[src/rtl/diag_matrix_loader.sv]
// Sequential diagonal-matrix generator.
// Fills one diagonal of a ROWS x COLS matrix, either from a single broadcast
// scalar or from one streamed element per diagonal position. The finished
// matrix is held behind a valid/ready output handshake.
//
// Handshake semantics (both sides): a transfer happens on a rising clock edge
// where valid and ready are both 1. in_ready and out_valid are decoded only
// from the state register (in_ready is additionally forced low while rst is
// high), so neither depends combinationally on in_valid or out_ready.
// out_valid never drops without a completed out handshake, except on reset.
module diag_matrix_loader #(
  parameter  int BIT_WIDTH = 4,
  parameter  int ROWS      = 8,
  parameter  int COLS      = 8,
  localparam int OFF_W     = (COLS > 1) ? $clog2(COLS) : 1,
  localparam int CNT_W     = ($clog2(ROWS + 1) > 1) ? $clog2(ROWS + 1) : 1
) (
  input  logic                 clk,
  input  logic                 rst,
  input  logic                 mode,
  input  logic [OFF_W-1:0]     offset,
  input  logic                 in_valid,
  output logic                 in_ready,
  input  logic [BIT_WIDTH-1:0] in_data,
  output logic                 out_valid,
  input  logic                 out_ready,
  output logic [BIT_WIDTH-1:0] out [ROWS-1:0][COLS-1:0],
  output logic                 dbg_state
);

  typedef enum logic {
    LOAD = 1'b0,
    HOLD = 1'b1
  } state_t;

  state_t               state_q, state_d;
  logic [CNT_W-1:0]     cnt_q, cnt_d;
  logic                 mode_q, mode_d;
  logic [OFF_W-1:0]     eoff_q, eoff_d;
  logic [BIT_WIDTH-1:0] out_q [ROWS-1:0][COLS-1:0];
  logic [BIT_WIDTH-1:0] out_d [ROWS-1:0][COLS-1:0];

  logic                 accept;
  logic                 first;
  logic [OFF_W-1:0]     off_clamp;
  logic                 frame_mode;
  logic [OFF_W-1:0]     frame_eoff;
  int                   frame_len;

  assign in_ready  = (state_q == LOAD) && !rst;
  assign out_valid = (state_q == HOLD);
  assign accept    = in_valid && in_ready;
  assign first     = (cnt_q == '0);
  assign out       = out_q;
  assign dbg_state = state_q;

  // Clamp the port offset to the last column and pick the frame's mode/offset:
  // the live ports on the first element, the latched copies afterwards.
  always_comb begin
    off_clamp = offset;
    if (int'(offset) > COLS - 1) begin
      off_clamp = OFF_W'(COLS - 1);
    end
    frame_mode = first ? mode : mode_q;
    frame_eoff = first ? off_clamp : eoff_q;
    frame_len  = COLS - int'(frame_eoff);
    if (frame_len > ROWS) begin
      frame_len = ROWS;
    end
  end

  // Next-state, counter, latched-control and matrix-contents logic.
  always_comb begin
    state_d = state_q;
    cnt_d   = cnt_q;
    mode_d  = mode_q;
    eoff_d  = eoff_q;
    out_d   = out_q;
    case (state_q)
      LOAD: begin
        if (accept) begin
          if (first) begin
            mode_d = mode;
            eoff_d = off_clamp;
          end
          if (!frame_mode) begin
            // Broadcast: every in-range diagonal position gets the scalar.
            for (int r = 0; r < ROWS; r++) begin
              for (int c = 0; c < COLS; c++) begin
                if (c == r + int'(frame_eoff)) begin
                  out_d[r][c] = in_data;
                end
              end
            end
            state_d = HOLD;
            cnt_d   = '0;
          end else begin
            // Stream: element cnt lands at (cnt, cnt + eoff).
            for (int r = 0; r < ROWS; r++) begin
              for (int c = 0; c < COLS; c++) begin
                if ((r == int'(cnt_q)) && (c == r + int'(frame_eoff))) begin
                  out_d[r][c] = in_data;
                end
              end
            end
            if (int'(cnt_q) == frame_len - 1) begin
              state_d = HOLD;
              cnt_d   = '0;
            end else begin
              cnt_d = cnt_q + CNT_W'(1);
            end
          end
        end
      end
      HOLD: begin
        if (out_ready) begin
          for (int r = 0; r < ROWS; r++) begin
            for (int c = 0; c < COLS; c++) begin
              out_d[r][c] = '0;
            end
          end
          state_d = LOAD;
        end
      end
      default: begin
        state_d = LOAD;
      end
    endcase
  end

  // State, counter, latched controls and matrix registers with synchronous reset.
  always_ff @(posedge clk) begin
    if (rst) begin
      state_q <= LOAD;
      cnt_q   <= '0;
      mode_q  <= 1'b0;
      eoff_q  <= '0;
      for (int r = 0; r < ROWS; r++) begin
        for (int c = 0; c < COLS; c++) begin
          out_q[r][c] <= '0;
        end
      end
    end else begin
      state_q <= state_d;
      cnt_q   <= cnt_d;
      mode_q  <= mode_d;
      eoff_q  <= eoff_d;
      out_q   <= out_d;
    end
  end

endmodule

[config.mk]
export PLATFORM = sky130hd
export DESIGN_NAME = diag_matrix_loader
export DESIGN_NICKNAME = d
export VERILOG_FILES = /design/src/rtl/diag_matrix_loader.sv
export SDC_FILE = /design/constraint.sdc
export NUM_CORES = 1
export LEC_CHECK = 0
export CAP_MARGIN = 20
export CORE_ASPECT_RATIO = 0.8
export CORE_UTILIZATION = 35
export DETAILED_ROUTE_END_ITERATION = 8
export MAX_ROUTING_LAYER = met4
export PLACE_DENSITY = 0.59
export SLEW_MARGIN = 20
export SYNTH_ARGS = -nofsm -noshare
export SYNTH_HDL_FRONTEND = slang
export SYNTH_SLANG_ARGS = --single-unit
[constraint.sdc]
create_clock -name clk -period 9.6 [get_ports clk]
set_input_delay 2.88 -clock clk [delete_from_list [all_inputs] [get_ports clk]]
set_output_delay 2.88 -clock clk [all_outputs]
set_load 0.05 [all_outputs]
==> results.json, run 1 <==
{
  "pin_count": 271,
  "drt.antenna.violating_nets": 0,
  "hold_depth": 2,
  "crit_type": "input pin to output port",
  "vias": 8546,
  "worst_pin_slew_ns": 1.067,
  "crit_path_start": "rst",
  "start_util_pct": 35.93,
  "cp-start-kind": "input pin",
  "violations": "design-rule violations",
  "die_x_um": 193.4,
  "core_area_mm2": 0.02856,
  "dr.pass1.iters": 9,
  "power.density_mw_per_mm2": 179.4,
  "grt_max_degree": 104,
  "critical_path_arrival_ns": 4.17,
  "fin_skew_ns": 0.01864,
  "maxCapViolations": 0,
  "cts_tree": "yes",
  "synthArstFlopShare_pct": 0,
  "clock_sinks": 253,
  "avgSynthCellArea_um2": 9.681,
  "wirelength_um": 32280,
  "port_buffers": 270,
  "cts_max_level": 1,
  "cts_setup_buffers": 0,
  "vias_per_cell": 5.102,
  "nets": 1318,
  "worstPathMaxFanout": 87,
  "synthCells": 1060,
  "root_buffer": "clkbuf_16",
  "p_leak_nw": 5.431,
  "synth-main-ff-cell": "dfxtp_1",
  "status": "finished, violations left",
  "clock.fmax_ghz": 0.1419,
  "area_growth_pct": 36.80,
  "required_ns": 6.72,
  "overflow": 0,
  "yosys.cell_types.count": 56,
  "clk_path_buf_depth": 3,
  "grt_pass1_wl_um": 49770,
  "timing.final.crit_share_pct": 73.39,
  "dieArea_mm2": 0.03001,
  "crit_path_end_kind": "output port",
  "fin_crit_ns": 7.046,
  "grt_pass1_vias": 8331,
  "final.fill_count": 2685,
  "diodes": 0,
  "drcViolationCount": 19,
  "reg2regPathDepth": 14,
  "ys_warn_count": 0,
  "maxSlewViolCount": 0,
  "synth-seq-cells": 253,
  "track_usage_pct": 21.71,
  "synth_edf_count": 0,
  "antenna_found_initial": 0,
  "synth_nets": 1092,
  "ctsResizeCount": 0,
  "worstHoldStart": "out[111]",
  "post-route-util_pct": 49.16,
  "vdd_drop_max_mv": 0.1221,
  "hold_buffers": 0,
  "hold_violations": 0,
  "r2r_start": "cnt_q[0]",
  "insertion_delay_ns": 0.55,
  "wire_per_inst_um": 19.27,
  "numCtsBuffers": 27,
  "routabilityCongestion": 0.8591,
  "synth_seq_area_share_pct": 49.35,
  "finalSetupViolCount": 0,
  "drive_gt1_share_pct": 5.670,
  "hp-class": "flop to flop",
  "rsz0062_at_grt": "false",
  "dp_hpwl_um": 22040,
  "syn-cell-area_mm2": 0.01026,
  "maxSlewHeadroom_pct": 28.83,
  "tns_ns": 0,
  "die_y_um": 155.2,
  "drt_iter0_drc": 599,
  "rows": 55,
  "clk_pin_slew_ns": 0.06
}
[logic make-up after synthesis]
family | after synthesis | synth area share, %
AOI/OAI and AO/OA | 191 | 12.19
DFF | 253 | 49.35
adders and majority gates | 20 | 2.438
and+or+nand+nor | 349 | 17.17
xor gates and xnor gates | 3 | 0.2561
muxes | 149 | 14.55
buffers and inverters | 95 | 4.048
[per-layer routing]
layer  wire length, um  vias up  global-route usage, %
li1                  -     4145                      -
met3              3048       44                  6.829
met1             15170     4052                  29.41
met5                 0        -                      -
met2             13380      305                  31.16
met4               684        0                  5.333
[synthesized netlist by cell type (3+ instances only)]
master | count | area share (%)
xnor2_1 | 3 | 0.26
o21ai_0 | 67 | 3.3
a31oi_1 | 10 | 0.61
nor3b_1 | 3 | 0.22
nand3_1 | 10 | 0.49
and2_1 | 15 | 0.91
nand4_1 | 14 | 0.85
dfxtp_1 | 253 | 49
o21a_1 | 4 | 0.29
a21oi_1 | 39 | 1.9
buf_1 | 6 | 0.22
nand2b_1 | 17 | 1.0
nor2b_1 | 15 | 0.91
inv_1 | 11 | 0.40
buf_4 | 13 | 0.95
o211ai_1 | 4 | 0.29
nor2_1 | 131 | 4.8
nor3_1 | 7 | 0.34
nand3b_1 | 47 | 3.4
mux2i_1 | 148 | 14
ha_1 | 20 | 2.4
a22oi_1 | 5 | 0.37
nor3b_2 | 3 | 0.37
a21o_1 | 9 | 0.66
nand2_1 | 75 | 2.7
clkbuf_1 | 62 | 2.3
a22o_1 | 32 | 2.7
[per-stage QoR]
stage / setup slack [ns] / hold slack (ns) / cells / area, um2 / power [mW]
3_3_place_gp: 2.509 / 0.4459 / 1627 / 13150 / 1.505
2_1_floorplan: 2.818 / 0.4564 / 1060 / 10260 / 1.380
3_5_place_dp: 2.515 / 0.4502 / 1627 / 13150 / 1.507
4_1_cts: 2.518 / 0.4595 / 1675 / 14040 / 2.545
5_1_grt: 2.441 / 0.4801 / 1675 / 14040 / 2.616
6_report: 2.554 / 0.4565 / 1675 / 14040 / 2.518
[final cells by class]
class / count / area, um2 / share of cell area (%)
inverters: 13 / 51.30 / 0.3654
repair buffers: 279 / 2771 / 19.74
well taps: 370 / 462.9 / 3.298
clock inverters: 6 / 48.80 / 0.3476
clock buffers: 42 / 842.1 / 5.998
flip-flops and latches: 253 / 5065 / 36.08
multi-input cells: 712 / 4797 / 34.17
[power by group]
group,leakage (nW),internal [mW],switching (mW)
clock,0.446,0.603,0.431
sequential,2.04,1.08,0.0181
combinational,2.94,0.118,0.269
total,5.43,1.80,0.718
[critical path, cell delays in order]
cell and delay (ns):
buf_6 0.42, nor2_1 0.13, clkdlybuf4s50_1 0.73
[flip-flops by register name, indices dropped and copies added (netlist names)]
register	count
out	244
cnt_q	4
eoff_q	3
dbg_state	1
mode_q	1
[final timing paths]
check                           endpoint  slack (ns)
worst min register to register  out[111]        0.46
worst max-delay path            in_ready        2.55
worst min-delay path            out[111]        0.46
worst max register to register  cnt_q[3]        4.90
[placed cells by master, fill, tap and decap left out, types with 9 or more instances in the layout]
master,synthesis,final
clkdlybuf4s50_1,0,269
dfxtp_1,253,253
mux2i_1,148,148
nor2_1,131,129
nand2_1,75,75
o21ai_0,67,67
nand3b_1,47,47
a21oi_1,39,39
a22o_1,32,32
clkbuf_16,0,27
ha_1,20,20
nand2b_1,17,17
and2_1,15,15
nand4_1,14,14
inv_1,11,11
nor2b_1,15,11
clkbuf_8,0,11
nand3_1,10,10
a31oi_1,10,10
a21o_1,9,9
buf_4,13,9
No activity file was read; power rests on OpenSTA's default activity.
==> run 2, diff against run 1 <==
==> constraint.sdc (replaced) <==
create_clock -name clk -period 6.7 [get_ports clk]
set_input_delay 2.01 -clock clk [delete_from_list [all_inputs] [get_ports clk]]
set_output_delay 2.01 -clock clk [all_outputs]
set_load 0.05 [all_outputs]
==> run 2 against run 1 <==
Net effect: the run still ends with design-rule violations left; cell count barely moved; count of clock-buffer cells in the layout fell by 4; power rose by 42%; setup slack got worse by 1.2 ns; via count rose by 0.19%; register-to-register slack got worse by 3.1 ns; die area did not move; hold slack improved by 0.0017 ns; sequential power rose by 43%; combinational power rose by 45%; clock skew fell by 0.0029 ns; critical endpoint unchanged; largest cell class unchanged.
==> results.json, run 2 (same netlist as run 1, synthesis figures left out) <==
{
  "numCtsBuffers": 27,
  "start_util_pct": 35.93,
  "final-seq-area_mm2": 0.005065,
  "finalSetupViolCount": 0,
  "clock_sinks": 253,
  "die_y_um": 155.2,
  "area_growth_pct": 36.38,
  "clock.fmax_ghz": 0.1864,
  "rsz0062_at_grt": "false",
  "post-route-util_pct": 49.01,
  "power.total_mw": 3.576,
  "core_area_mm2": 0.02856,
  "maxSlewViolCount": 0,
  "track_usage_pct": 22.04,
  "root_buffer": "clkbuf_16",
  "p_leak_nw": 5.405,
  "vias_per_cell": 5.115,
  "violations": "design-rule violations",
  "instances_no_fill": 1674,
  "maxSlewHeadroom_pct": 25.10,
  "port_buffers": 270,
  "largest_reg_flops": 244,
  "dpl_worst_slack_ns": 1.010,
  "insertion_delay_ns": 0.54,
  "placed_cell_area_mm2": 0.01316,
  "fin_crit_ns": 5.364,
  "drt.antenna.violating_nets": 0,
  "tns_ns": 0,
  "wirelength_um": 33100,
  "drcViolationCount": 19,
  "dr.pass1.iters": 9,
  "hp-class": "flop to flop",
  "die_x_um": 193.4,
  "place_inst": 1628,
  "maxCapViolations": 0,
  "vias": 8562,
  "antenna_found_initial": 0,
  "drt_iter0_drc": 517,
  "routabilityCongestion": 0.8867,
  "wire_per_inst_um": 19.77,
  "cp_cell_sequence": "buf_6 > nor2_1 > clkdlybuf4s50_1",
  "cp-start-kind": "input pin",
  "multi_input_area_mm2": 0.004797,
  "required_ns": 4.69,
  "worst_pin_slew_ns": 1.108,
  "timing.final.crit_share_pct": 80.05,
  "vdd_drop_max_mv": 0.1951,
  "clk_pin_slew_ns": 0.05,
  "grt_pass1_wl_um": 50130,
  "crit_type": "input pin to output port",
  "fin_skew_ns": 0.01575,
  "dieArea_mm2": 0.03001,
  "hold_violations": 0,
  "pin_count": 271,
  "final.fill_count": 2717,
  "final_common_cell": "clkdlybuf4s50_1",
  "cts_setup_buffers": 0,
  "grt_pass1_vias": 8163,
  "clk_path_buf_depth": 3,
  "hold_buffers": 0,
  "critical_path_arrival_ns": 3.35,
  "dp_hpwl_um": 22590,
  "path_buf_inv": 2,
  "nets": 1319,
  "layout_common_cells": "269 x clkdlybuf4s50_1, 253 x dfxtp_1, 148 x mux2i_1, 129 x nor2_1, 75 x nand2_1",
  "crit_path_end_kind": "output port",
  "overflow": 0,
  "critPathSlowestCell": "clkdlybuf4s50_1",
  "power.density_mw_per_mm2": 255.5,
  "diodes": 0,
  "setup_slack_ns": 1.336,
  "drive_gt1_share_pct": 5.291,
  "grt_max_degree": 97,
  "cpLargestDelayFamily": "buffers and inverters",
  "worstPathMaxFanout": 96,
  "rows": 55,
  "max_stage_delay_ns": 0.74,
  "cts_max_level": 1,
  "status": "finished, violations left",
  "fin_area_mm2": 0.01400,
  "cts_tree": "yes",
  "ctsResizeCount": 0,
  "hold_slack_ns": 0.4581
}
## run 2: worst paths after layout
path / startpoint / to / slack [ns] / cells after the start
worst min-delay path: out[180] / out[180] / 0.46 / 2
worst max register to register: cnt_q[0] / out[249] / 1.84 / 10
worst min register to register: out[180] / out[180] / 0.46 / 2
worst max-delay path: rst / in_ready / 1.34 / 3
## run 2: final cells by class
| class | count | share of cell area [%] |
|---|---|---|
| clock inverters | 8 | 0.6705 |
| repair buffers | 280 | 19.86 |
| flip-flops and latches | 253 | 36.19 |
| multi-input cells | 712 | 34.28 |
| inverters | 13 | 0.3665 |
| clock buffers | 38 | 5.337 |
| well taps | 370 | 3.308 |
## run 2: metal layers
metal / vias up / track usage, % / wire (um)
met5: - / - / 0
met4: 0 / 4.533 / 540
met3: 37 / 7.414 / 3190
met2: 297 / 31.82 / 14020
met1: 4084 / 29.74 / 15350
li1: 4144 / - / -
## run 2: tightest hold or removal path: cells and delay by family, from the launching register on
| kind | cells | cell delay, ns |
|---|---|---|
| mux | 1 | 0.05 |
| flops | 1 | 0.30 |
| simple gates | 1 | 0.05 |
## run 2: power by group
group	leakage, nW	total (mW)	internal (mW)	switching [mW]
Sequential	2.04	1.57	1.55	0.0259
Combinational	2.94	0.560	0.170	0.390
Clock	0.416	1.44	0.847	0.597
